==> config.mk <==
export PLATFORM = sky130hd
export DESIGN_NAME = cla_pipe_adder
export DESIGN_NICKNAME = d
export VERILOG_FILES = /design/src/rtl/cla_pipe_adder.sv
export SDC_FILE = /design/constraint.sdc
export NUM_CORES = 1
export LEC_CHECK = 0
export CAP_MARGIN = 20
export CORE_MARGIN = 8
export CORE_UTILIZATION = 40
export CTS_BUF_LIST = sky130_fd_sc_hd__clkbuf_4
export DETAILED_ROUTE_END_ITERATION = 7
export SYNTH_ARGS = -nofsm -noshare
export SYNTH_HDL_FRONTEND = slang
export SYNTH_SLANG_ARGS = --single-unit
==> constraint.sdc <==
create_clock -name clk -period 3.6 [get_ports clk]
set_input_delay 1.08 -clock clk [delete_from_list [all_inputs] [get_ports clk]]
set_output_delay 1.08 -clock clk [all_outputs]
set_load 0.1 [all_outputs]
==> src/rtl/cla_pipe_adder.sv <==
// cla_pipe_adder: pipelined carry-lookahead adder/subtractor with valid/ready flow control.
// The WIDTH-bit word is split into BLOCK-bit lookahead groups; group k is resolved in
// pipeline stage k, so the critical path spans a single group rather than the full word.
// Optional feature: define CLA_PIPE_SAT_EN to saturate out_sum to the signed limit on overflow.
module cla_pipe_adder #(
   parameter int WIDTH = 12,
   parameter int BLOCK = 3
) (
   input  logic             clk,
   input  logic             rst,
   input  logic             in_valid,
   output logic             in_ready,
   input  logic [WIDTH-1:0] in_a,
   input  logic [WIDTH-1:0] in_b,
   input  logic             in_cin,
   input  logic             in_sub,
   output logic             out_valid,
   input  logic             out_ready,
   output logic [WIDTH-1:0] out_sum,
   output logic             out_cout,
   output logic             out_ovf
);

   localparam int NUM_BLK = WIDTH / BLOCK;
   // Stage k keeps (k+1)*BLOCK finished sum bits; all stages are packed into one vector.
   localparam int SUM_W   = BLOCK * NUM_BLK * (NUM_BLK + 1) / 2;
   // Operand skew entries: entry 0 is the raw input word, entry m (m >= 1) is what stage m-1
   // still has to pass on, WIDTH - m*BLOCK bits wide. Entry m starts at m*WIDTH - BLOCK*m*(m-1)/2.
   localparam int REM_W   = NUM_BLK * WIDTH - BLOCK * NUM_BLK * (NUM_BLK - 1) / 2;

   logic [NUM_BLK-1:0] v;        // stage valid bits
   logic [NUM_BLK-1:0] adv;      // stage k hands its beat onward this cycle
   logic [NUM_BLK-1:0] load;     // stage k captures a new beat this cycle
   logic [NUM_BLK:0]   cvec;     // cvec[0] = effective carry-in, cvec[k+1] = stage k group carry-out
   logic [SUM_W-1:0]   sum_flat;
   logic [REM_W-1:0]   rem_a;
   logic [REM_W-1:0]   rem_b;
   logic [WIDTH-1:0]   b_eff;
   logic               cm_r;     // carry into the word MSB, held by the last stage

   // Full lookahead inside one group: every carry is a flat sum of products of G, P and the carry-in.
   function automatic logic [BLOCK:0] cla_carries(input logic [BLOCK-1:0] g,
                                                  input logic [BLOCK-1:0] p,
                                                  input logic             ci);
      logic [BLOCK:0] c;
      logic           t;
      c    = '0;
      c[0] = ci;
      for (int i = 0; i < BLOCK; i++) begin
         t = ci;
         for (int m = 0; m <= i; m++) t = t & p[m];
         c[i+1] = t;
         for (int j = 0; j <= i; j++) begin
            t = g[j];
            for (int m = j + 1; m <= i; m++) t = t & p[m];
            c[i+1] = c[i+1] | t;
         end
      end
      return c;
   endfunction

   // Subtraction is A + ~B + 1; in_cin only matters in add mode.
   assign b_eff             = in_sub ? ~in_b : in_b;
   assign cvec[0]           = in_sub | in_cin;
   assign rem_a[WIDTH-1:0]  = in_a;
   assign rem_b[WIDTH-1:0]  = b_eff;

   // Backpressure chain, resolved from the output back to the input so bubbles collapse.
   always_comb begin
      adv              = '0;
      load             = '0;
      adv[NUM_BLK-1]   = v[NUM_BLK-1] & out_ready;
      for (int k = NUM_BLK - 2; k >= 0; k--) begin
         adv[k] = v[k] & (~v[k+1] | adv[k+1]);
      end
      in_ready = ~v[0] | adv[0];
      load[0]  = in_valid & in_ready;
      for (int k = 1; k < NUM_BLK; k++) begin
         load[k] = adv[k-1];
      end
   end

   for (genvar gi = 0; gi < NUM_BLK; gi++) begin : g_stage
      localparam int SW   = (gi + 1) * BLOCK;
      localparam int SOFF = BLOCK * gi * (gi + 1) / 2;
      localparam int ROFF = gi * WIDTH - BLOCK * gi * (gi - 1) / 2;

      logic [BLOCK-1:0] ga, gb, gp, gg, gs;
      logic [BLOCK:0]   gc;
      logic [SW-1:0]    sum_next;
      logic [SW-1:0]    sum_r;
      logic             v_r;
      logic             co_r;

      // The lowest BLOCK bits of this stage's skew entry are the group it resolves now.
      assign ga = rem_a[ROFF +: BLOCK];
      assign gb = rem_b[ROFF +: BLOCK];
      assign gp = ga ^ gb;
      assign gg = ga & gb;
      assign gc = cla_carries(gg, gp, cvec[gi]);
      assign gs = gp ^ gc[BLOCK-1:0];

      if (gi == 0) begin : g_lsb
         assign sum_next = gs;
      end else begin : g_upper
         assign sum_next = {gs, sum_flat[SOFF - gi*BLOCK +: gi*BLOCK]};
      end

      // Stage register: valid plus finished sum bits and group carry; data moves only on transfer.
      always_ff @(posedge clk or posedge rst) begin
         if (rst) begin
            v_r   <= 1'b0;
            sum_r <= '0;
            co_r  <= 1'b0;
         end else if (load[gi]) begin
            v_r   <= 1'b1;
            sum_r <= sum_next;
            co_r  <= gc[BLOCK];
         end else if (adv[gi]) begin
            v_r   <= 1'b0;
         end
      end

      assign v[gi]              = v_r;
      assign sum_flat[SOFF +: SW] = sum_r;
      assign cvec[gi+1]         = co_r;

      if (gi < NUM_BLK - 1) begin : g_skew
         localparam int RW   = WIDTH - SW;
         localparam int NOFF = ROFF + WIDTH - gi * BLOCK;
         logic [RW-1:0] ra_r, rb_r;

         // Carry the not-yet-added operand bits along with the beat.
         always_ff @(posedge clk or posedge rst) begin
            if (rst) begin
               ra_r <= '0;
               rb_r <= '0;
            end else if (load[gi]) begin
               ra_r <= rem_a[ROFF + BLOCK +: RW];
               rb_r <= rem_b[ROFF + BLOCK +: RW];
            end
         end

         assign rem_a[NOFF +: RW] = ra_r;
         assign rem_b[NOFF +: RW] = rb_r;
      end else begin : g_msb
         // Last stage also keeps the carry into the MSB for the signed overflow flag.
         always_ff @(posedge clk or posedge rst) begin
            if (rst) begin
               cm_r <= 1'b0;
            end else if (load[gi]) begin
               cm_r <= gc[BLOCK-1];
            end
         end
      end
   end

   assign out_valid = v[NUM_BLK-1];
   assign out_cout  = cvec[NUM_BLK];
   assign out_ovf   = cm_r ^ cvec[NUM_BLK];

`ifdef CLA_PIPE_SAT_EN
   logic [WIDTH-1:0] last_sum;
   assign last_sum = sum_flat[SUM_W-WIDTH +: WIDTH];
   // On overflow the wrapped MSB is the inverse of the common operand sign, so the limit
   // is built from it: sign 0 -> 011..1, sign 1 -> 100..0.
   assign out_sum  = out_ovf ? {~last_sum[WIDTH-1], {(WIDTH-1){last_sum[WIDTH-1]}}} : last_sum;
`else
   assign out_sum  = sum_flat[SUM_W-WIDTH +: WIDTH];
`endif

endmodule

==> results of run 1 <==
-- area by class of cell --
| cell class | count | share of cell area |
|---|---|---|
| inverter | 8 | 0.007229 |
| tap | 105 | 0.03163 |
| multi-input combinational | 147 | 0.3467 |
| sequential | 75 | 0.4518 |
| timing repair buffer | 49 | 0.1120 |
| clock inverter | 7 | 0.03373 |
| antenna | 1 | 0.0006024 |
| clock buffer | 9 | 0.01627 |
-- final timing paths --
| check | end | depth (start not counted) | start |
|---|---|---|---|
| worst max-delay path | in_ready | 4 | out_ready |
| worst min-delay path | g_stage[1].g_skew.ra_r[4] | 1 | g_stage[0].g_skew.ra_r[7] |
| worst max register to register | out_cout | 5 | g_stage[2].g_skew.ra_r[0] |
| worst min register to register | g_stage[1].g_skew.ra_r[4] | 1 | g_stage[0].g_skew.ra_r[7] |
| max in group asynchronous | g_stage[0].g_skew.ra_r[8] | 3 | rst |
| min in group asynchronous | out_sum[6] | 2 | rst |
-- worst register-to-register path, stage by stage, from the launching register on --
cell and delay [ns]:
dfrtp_1 0.41, ha_1 0.31, ha_1 0.18, o21a_1 0.19, o21a_1 0.19, o31a_1 0.23
-- power by group through the flow --
stage          combinational [mW]  sequential [mW]  clock, mW
2_1_floorplan               0.696             1.84          0
3_3_place_gp                 1.52             1.34          0
3_5_place_dp                 1.54             1.36          0
4_1_cts                      1.54             1.34      0.738
5_1_grt                      1.64             1.38      0.779
6_report                     1.52             1.33      0.718
-- cell usage in the layout (no fill, tap or decap), types with 2 or more instances in the layout --
master	instances
o211ai_1	2
nor2_1	2
dfrtp_1	75
bufinv_16	4
or2_2	2
mux2_2	61
nand2_2	2
fa_1	4
o21a_1	4
nand2b_1	3
buf_4	18
clkbuf_4	9
o2bb2ai_1	3
a2bb2oi_1	2
clkdlybuf4s50_1	29
buf_12	2
nor3_1	6
o21ai_0	11
nand2_1	3
ha_1	16
xor2_1	17
inv_1	7
-- state kept, by name (all words and copies together) (netlist names), 3 cells and up --
register             count
g_stage.g_skew.ra_r     18
g_stage.g_skew.rb_r     18
g_stage.sum_r           18
out_sum                 12
g_stage.co_r             3
g_stage.v_r              3
-- routing by layer --
metal,track usage,part of all wire,vias up
li1,-,-,947
met1,0.1400,0.48,936
met2,0.1687,0.46,35
met3,0.03629,0.043,10
met4,0.05352,0.018,0
met5,0,0,-
-- metrics by stage --
stage	total power, mW	util	cell area, sq um	cells
finish	3.568	0.5056	4154	401
global route	3.792	0.5056	4154	401
CTS	3.616	0.5053	4151	400
detailed placement	2.895	0.4800	3944	384
global placement	2.863	0.4800	3944	384
floorplan	2.534	-	3402	237
-- kinds of logic after synthesis --
group / count (synthesis) / synth area share
and+or+nand+nor: 21 / 0.03825
AOI/OAI and AO/OA: 27 / 0.05407
buffers and inverters: 15 / 0.02501
adders and majority gates: 20 / 0.08238
muxes: 62 / 0.2049
xor gates and xnor gates: 17 / 0.04377
DFF: 75 / 0.5517
==> results.md, run 1 <==
- Final Max Tran Viols: 0
- Syn Nets: 287
- First-pass GRT wire length: roughly 10000 um
- Final Worst Setup Slack: approximately 0.18 ns
- Total GRT Usage: 0.1112
- Yosys top cell by area: dfrtp_1
- Internal power: between 2 and 2.5 mW
- Register area: approximately 1900 sq um
- Asr flop ratio synth: 1.000
- Latest clock arrival within the worst-skew pair: 0.41 ns
- First-pass DRT Iterations: 3
- Max Buffers Root-to-Sink: 2
- Max Cap Violations: 0
- Main synth FF type: dfrtp_1
- Rows: 33
- Seq cells post-synth: between 70 and 80
- Post_cts resized: 0
- Synth warn: 0
- TritonCTS clock tree: done
- Most numerous cell in the Yosys netlist: dfrtp_1
- Detailed Place HPWL: 4371 um
- Routed length per instance: between 10 and 15 um
- WS Path Type: in -> out
- Area grow syn2layout: 22.10%
- Via density: 4.808
- Die X: 108.2 um
- Wirelength, routed: between 5000 and 6000 um
- Hold_buf cts: 0
- Avg Cell Area, Syn: 14.35 sq um
- IO buf count: 45
- Post-route clock period utilization: 0.9491
- Antenna-violating nets left: 0
- Post-synth top area share: 0.5517
- Crit-path leading delay family: buffers and inverters
- Minimum clock period: 3.417 ns
- Root Buffer: clkbuf_4
- Area contributors post-synth: dfrtp_1 55%, mux2_2 20%, ha_1 5.9%
- Worst setup EP type: primary output
- Slew HR: 0.6482
- Pleak: 1.823 nW
- # fillers: 722
- Top-level port count: 46
- Post-synthesis cell count: approximately 240
- Flop pwr share: 0.372
- Final Setup Violations: 0
- Vias: 1928
- Mapped cell area: 3402 sq um
- Die Y: ~110 um
- Switch share: 0.4102
- Worst VDD drop: around 430 uV
- Worst hold-check slack: 0.5048 ns
- Crit-path max FO: 5
- Crit path max-delay cell type: clkdlybuf4s50_1
- Crit-path cells: clkdlybuf4s50_1 -> nand4b_4 -> or2_2 -> buf_12
- Final nets: 340
- Critical path required time: 2.52 ns
- Buf/Inv on CP: 2
- Commonest cells post-synth: 75 x dfrtp_1, 61 x mux2_2, 17 x xor2_1
- CTS clk-pin slew, worst paths: 0.12 ns
- Critical path arrival: approximately 2.3 ns
- Netlist cell types: 30
- Num CTS Buffers: 9
- Hold WC Path Type: reg -> reg
- Die Area: 11710 sq um
- Status: finished clean
- Vias in the first global route: 2111
- Crit-path max cell delay: roughly 0.47 ns
- # DRC: 0
- Iter 0 DRT Violations: 82
- Number of synthesized flops with an enable pin: 0
- Setup tns final: 0 ns
- Core region area: about 8200 sq um
- P per Cell Area: 858.9 nW/um^2
- Combinational share of power: 0.426
- Gpl congestion: slightly above 0.7
- Initial core utilization: 0.4140
- Clk pwr share: 0.201
- Startpoint Class: input port
- R2r setup slk: 1.99 ns
- Final Hold Viols: 0
- Initial antenna violation count: 1
- CTS sink cnt: 75
- H-tree Lvls: 3
- Max Fclk: 292.7 MHz
- Psw: 1.464 mW
- Placement Setup Slack: 0.1944 ns
- Post-CTS Setup Bufs: 0
- Footprint of the multi-input gates: 1440 sq um
- Share of cells above drive strength 1: 0.3492
- Slew at the pin closest to its max-slew limit: between 0.5 and 0.6 ns
- Grt total ovfl: 0
- Clock Skews: about 0.011 ns
- Largest net degree at the start of global routing: 53
- RSZ-0062 raised after global routing: false
- Seq/Total Area, Yosys: 0.5517
No activity file was read; power rests on OpenSTA's default activity.
==> run 2: changes to the inputs <==
Clock period 3.6 ns to 3.1 ns, I/O delays scaled along.
==> run 2 against run 1 <==
Effect of this change: die area stayed put; via count rose by 1.5%; wire length fell by 0.91%; utilization is 0.81 points lower; first-iteration DRC count down 40%; clock skew up 0.0043 ns; register-to-register slack worse by 0.58 ns; non-clock buffer count grew 3; critical path depth did not move; count of clock-buffer cells in the layout stayed put; sequential power rose by 17%; clock power shrank 24%; largest power group unchanged; highest routed layer unchanged.
==> results.md, run 2 (synthesis gave the netlist of run 1 again) <==
- Status: finished clean
- Routed length per instance: 14.45 um (-0.91%)
- Worst reg2reg path startpoint: g_stage[1].v_r
- RSZ-0062 raised after global routing: false
- Biggest regs: g_stage.g_skew.ra_r x18, g_stage.g_skew.rb_r x18, g_stage.sum_r x18
- P per Cell Area: 945.1 nW/um^2 (+10%)
- Most frequent cells in the layout: 75 x dfrtp_1, 61 x mux2_2, 29 x clkdlybuf4s50_1, 21 x buf_4
- First-pass GRT wire length: 10050 um (-0.75%)
- Hold WC Path Type: reg -> reg
- Setup tns final: 0 ns (unchanged)
- Psw: 1.671 mW (+14%)
- Clock Skews: 0.01527 ns (+0.004304 ns)
- H-tree Lvls: 3 (unchanged)
- Internal power: 2.192 mW (+4.1%)
- Max Cap Violations: 0 (unchanged)
- Latest clock arrival within the worst-skew pair: 0.41 ns (about the same)
- Core region area: 8217 sq um (unchanged)
- Hold_buf cts: 0 (unchanged)
- Vias: 1957 (+1.5%)
- Clk pwr share: 0.141 (-0.060)
- TritonCTS clock tree: done
- Die Y: 108.2 um (unchanged)
- Worst VDD drop: 373.3 uV (-14%)
- Wirelength, routed: 5794 um (-0.91%)
- Final Hold Viols: 0 (unchanged)
- # fillers: 760 (+5.3%)
- Root Buffer: clkbuf_4
- Critical path required time: 2.17 ns (-0.35 ns)
- WS Path Type: in -> out
- Switch share: 0.4327 (+0.02246)
- Worst setup EP type: primary output
- # DRC: 0 (unchanged)
- Vias in the first global route: 2070 (-1.9%)
- First-pass DRT Iterations: 4 (+1)
- Commonest non-fill, non-tap cell in the layout: dfrtp_1
- Minimum clock period: 3.065 ns
- Post-route clock period utilization: 0.9887
- CTS clk-pin slew, worst paths: 0.11 ns (about the same)
- Worst r2r path cells: 4 (-1)
- Max Buffers Root-to-Sink: 2 (unchanged)
- Total GRT Usage: 0.1105 (-0.0006161)
- Final Max Tran Viols: 0 (unchanged)
- Critical path arrival: 2.14 ns (-0.20 ns)
- Slew at the pin closest to its max-slew limit: 0.5232 ns (-0.003768 ns)
- Crit. Startpoint: out_ready
- CTS sink cnt: 75 (unchanged)
- R2r setup slk: 1.41 ns (-0.58 ns)
- Share of cells above drive strength 1: 0.3480 (-0.001180)
- Worst hold-check slack: 0.4993 ns (-0.005409 ns)
- Grt total ovfl: 0 (unchanged)
- Num CTS Buffers: 9 (unchanged)
- Via density: 4.880 (+1.5%)
- Slew HR: 0.6503 (+0.002179)
- Detailed Place HPWL: 4360 um (-0.26%)
- Initial core utilization: 0.4140 (unchanged)
- Startpoint Class: input port
- Flop pwr share: 0.400 (+0.028)
- Antenna-violating nets left: 0 (unchanged)
- Crit-path max FO: 4 (-1)
- Rows: 33 (unchanged)
- N_diodes: 0 (-1)
- Pleak: 1.799 nW (-1.3%)
- Layout Cells excl Fill: 401 (unchanged)
- Critical Path End: in_ready
- Die X: 108.2 um (unchanged)
- Max Fclk: ~330 MHz
- Gpl congestion: 0.7255 (+1.9%)
- IO buf count: 45 (unchanged)
- Final Setup Violations: 0 (unchanged)
- Reg2reg end: g_stage[1].sum_r[0]
- Combinational share of power: 0.458 (+0.032)
- Initial antenna violation count: 0 (-1)
- Iter 0 DRT Violations: 49 (-40%)
- Die Area: 11710 sq um (unchanged)
- Final nets: 343 (+0.88%)
- Area grow syn2layout: 20.15%
- Post-CTS Setup Bufs: 0 (unchanged)
- Top-level port count: 46 (unchanged)
- Post_cts resized: 0 (unchanged)
- Largest net degree at the start of global routing: 31 (-42%)
- Cell count after placement: 387 (+0.78%)
## run 2: changes by cell type in the layout (fill, tap and decap cells not counted)
| cell | previous run | this run |
|---|---|---|
| diode_2 | 1 | 0 |
| clkinv_2 | 0 | 1 |
| clkinv_4 | 1 | 0 |
| xor2_2 | 0 | 1 |
| bufinv_16 | 4 | 1 |
| xor2_1 | 17 | 16 |
| clkinv_1 | 1 | 3 |
| clkinvlp_4 | 1 | 0 |
| buf_4 | 18 | 21 |
## run 2: critical path, cell delays in order
cell,delay (ns)
clkdlybuf4s50_1,0.46
nand4b_4,0.22
or2_2,0.34
buf_12,0.18
## run 2: worst min path at each step
stage                                      to                      start  slack, ns  cells after the start
floorplan                 g_stage[1].sum_r[5]        g_stage[1].sum_r[5]       0.45                      1
finish              g_stage[1].g_skew.ra_r[5]  g_stage[0].g_skew.ra_r[8]       0.50                      1
CTS                 g_stage[1].g_skew.ra_r[5]  g_stage[0].g_skew.ra_r[8]       0.50                      1
detailed placement  g_stage[1].g_skew.ra_r[5]  g_stage[0].g_skew.ra_r[8]       0.49                      1
global route        g_stage[1].g_skew.ra_r[5]  g_stage[0].g_skew.ra_r[8]       0.52                      1
global placement    g_stage[0].g_skew.ra_r[6]  g_stage[0].g_skew.ra_r[6]       0.49                      1
## run 2: power groups by stage
stage	combinational, mW	clock [mW]	sequential (mW)
final	1.77	0.547	1.55
after global routing	1.91	0.613	1.60
after CTS	1.79	0.565	1.55
after detailed placement	1.79	0	1.57
after global placement	1.77	0	1.56
after floorplan	0.812	0	2.14
## run 2: layout make-up
type / instances / area, sq um / share of cell area
multi-input cells: 147 / 1448 / 0.3541
repair buffers: 52 / 488.0 / 0.1194
flip-flops and latches: 75 / 1877 / 0.4591
inverters: 8 / 30.03 / 0.007346
clock inverters: 5 / 46.29 / 0.01133
clock buffers: 9 / 67.56 / 0.01653
well taps: 105 / 131.4 / 0.03214
## run 2: layer usage
layer / global-route usage / part of all wire / vias to the layer above
met1: 0.1427 / 0.48 / 959
met2: 0.1600 / 0.45 / 38
met3: 0.04105 / 0.062 / 6
li1: - / - / 954
met5: 0 / 0 / -
met4: 0.05352 / 0.012 / 0
## run 2: through the flow
| stage | worst slack, ns | cell area (sq um) | util | power [mW] |
|---|---|---|---|---|
| floorplan | 0.2600 | 3410 | - | 2.951 |
| global route | 0.002171 | 4088 | 0.4975 | 4.116 |
| global placement | 0.04641 | 3974 | 0.4836 | 3.336 |
| finish | 0.03495 | 4088 | 0.4975 | 3.863 |
| detailed placement | 0.05130 | 3974 | 0.4836 | 3.365 |
| CTS | 0.03226 | 4088 | 0.4975 | 3.911 |
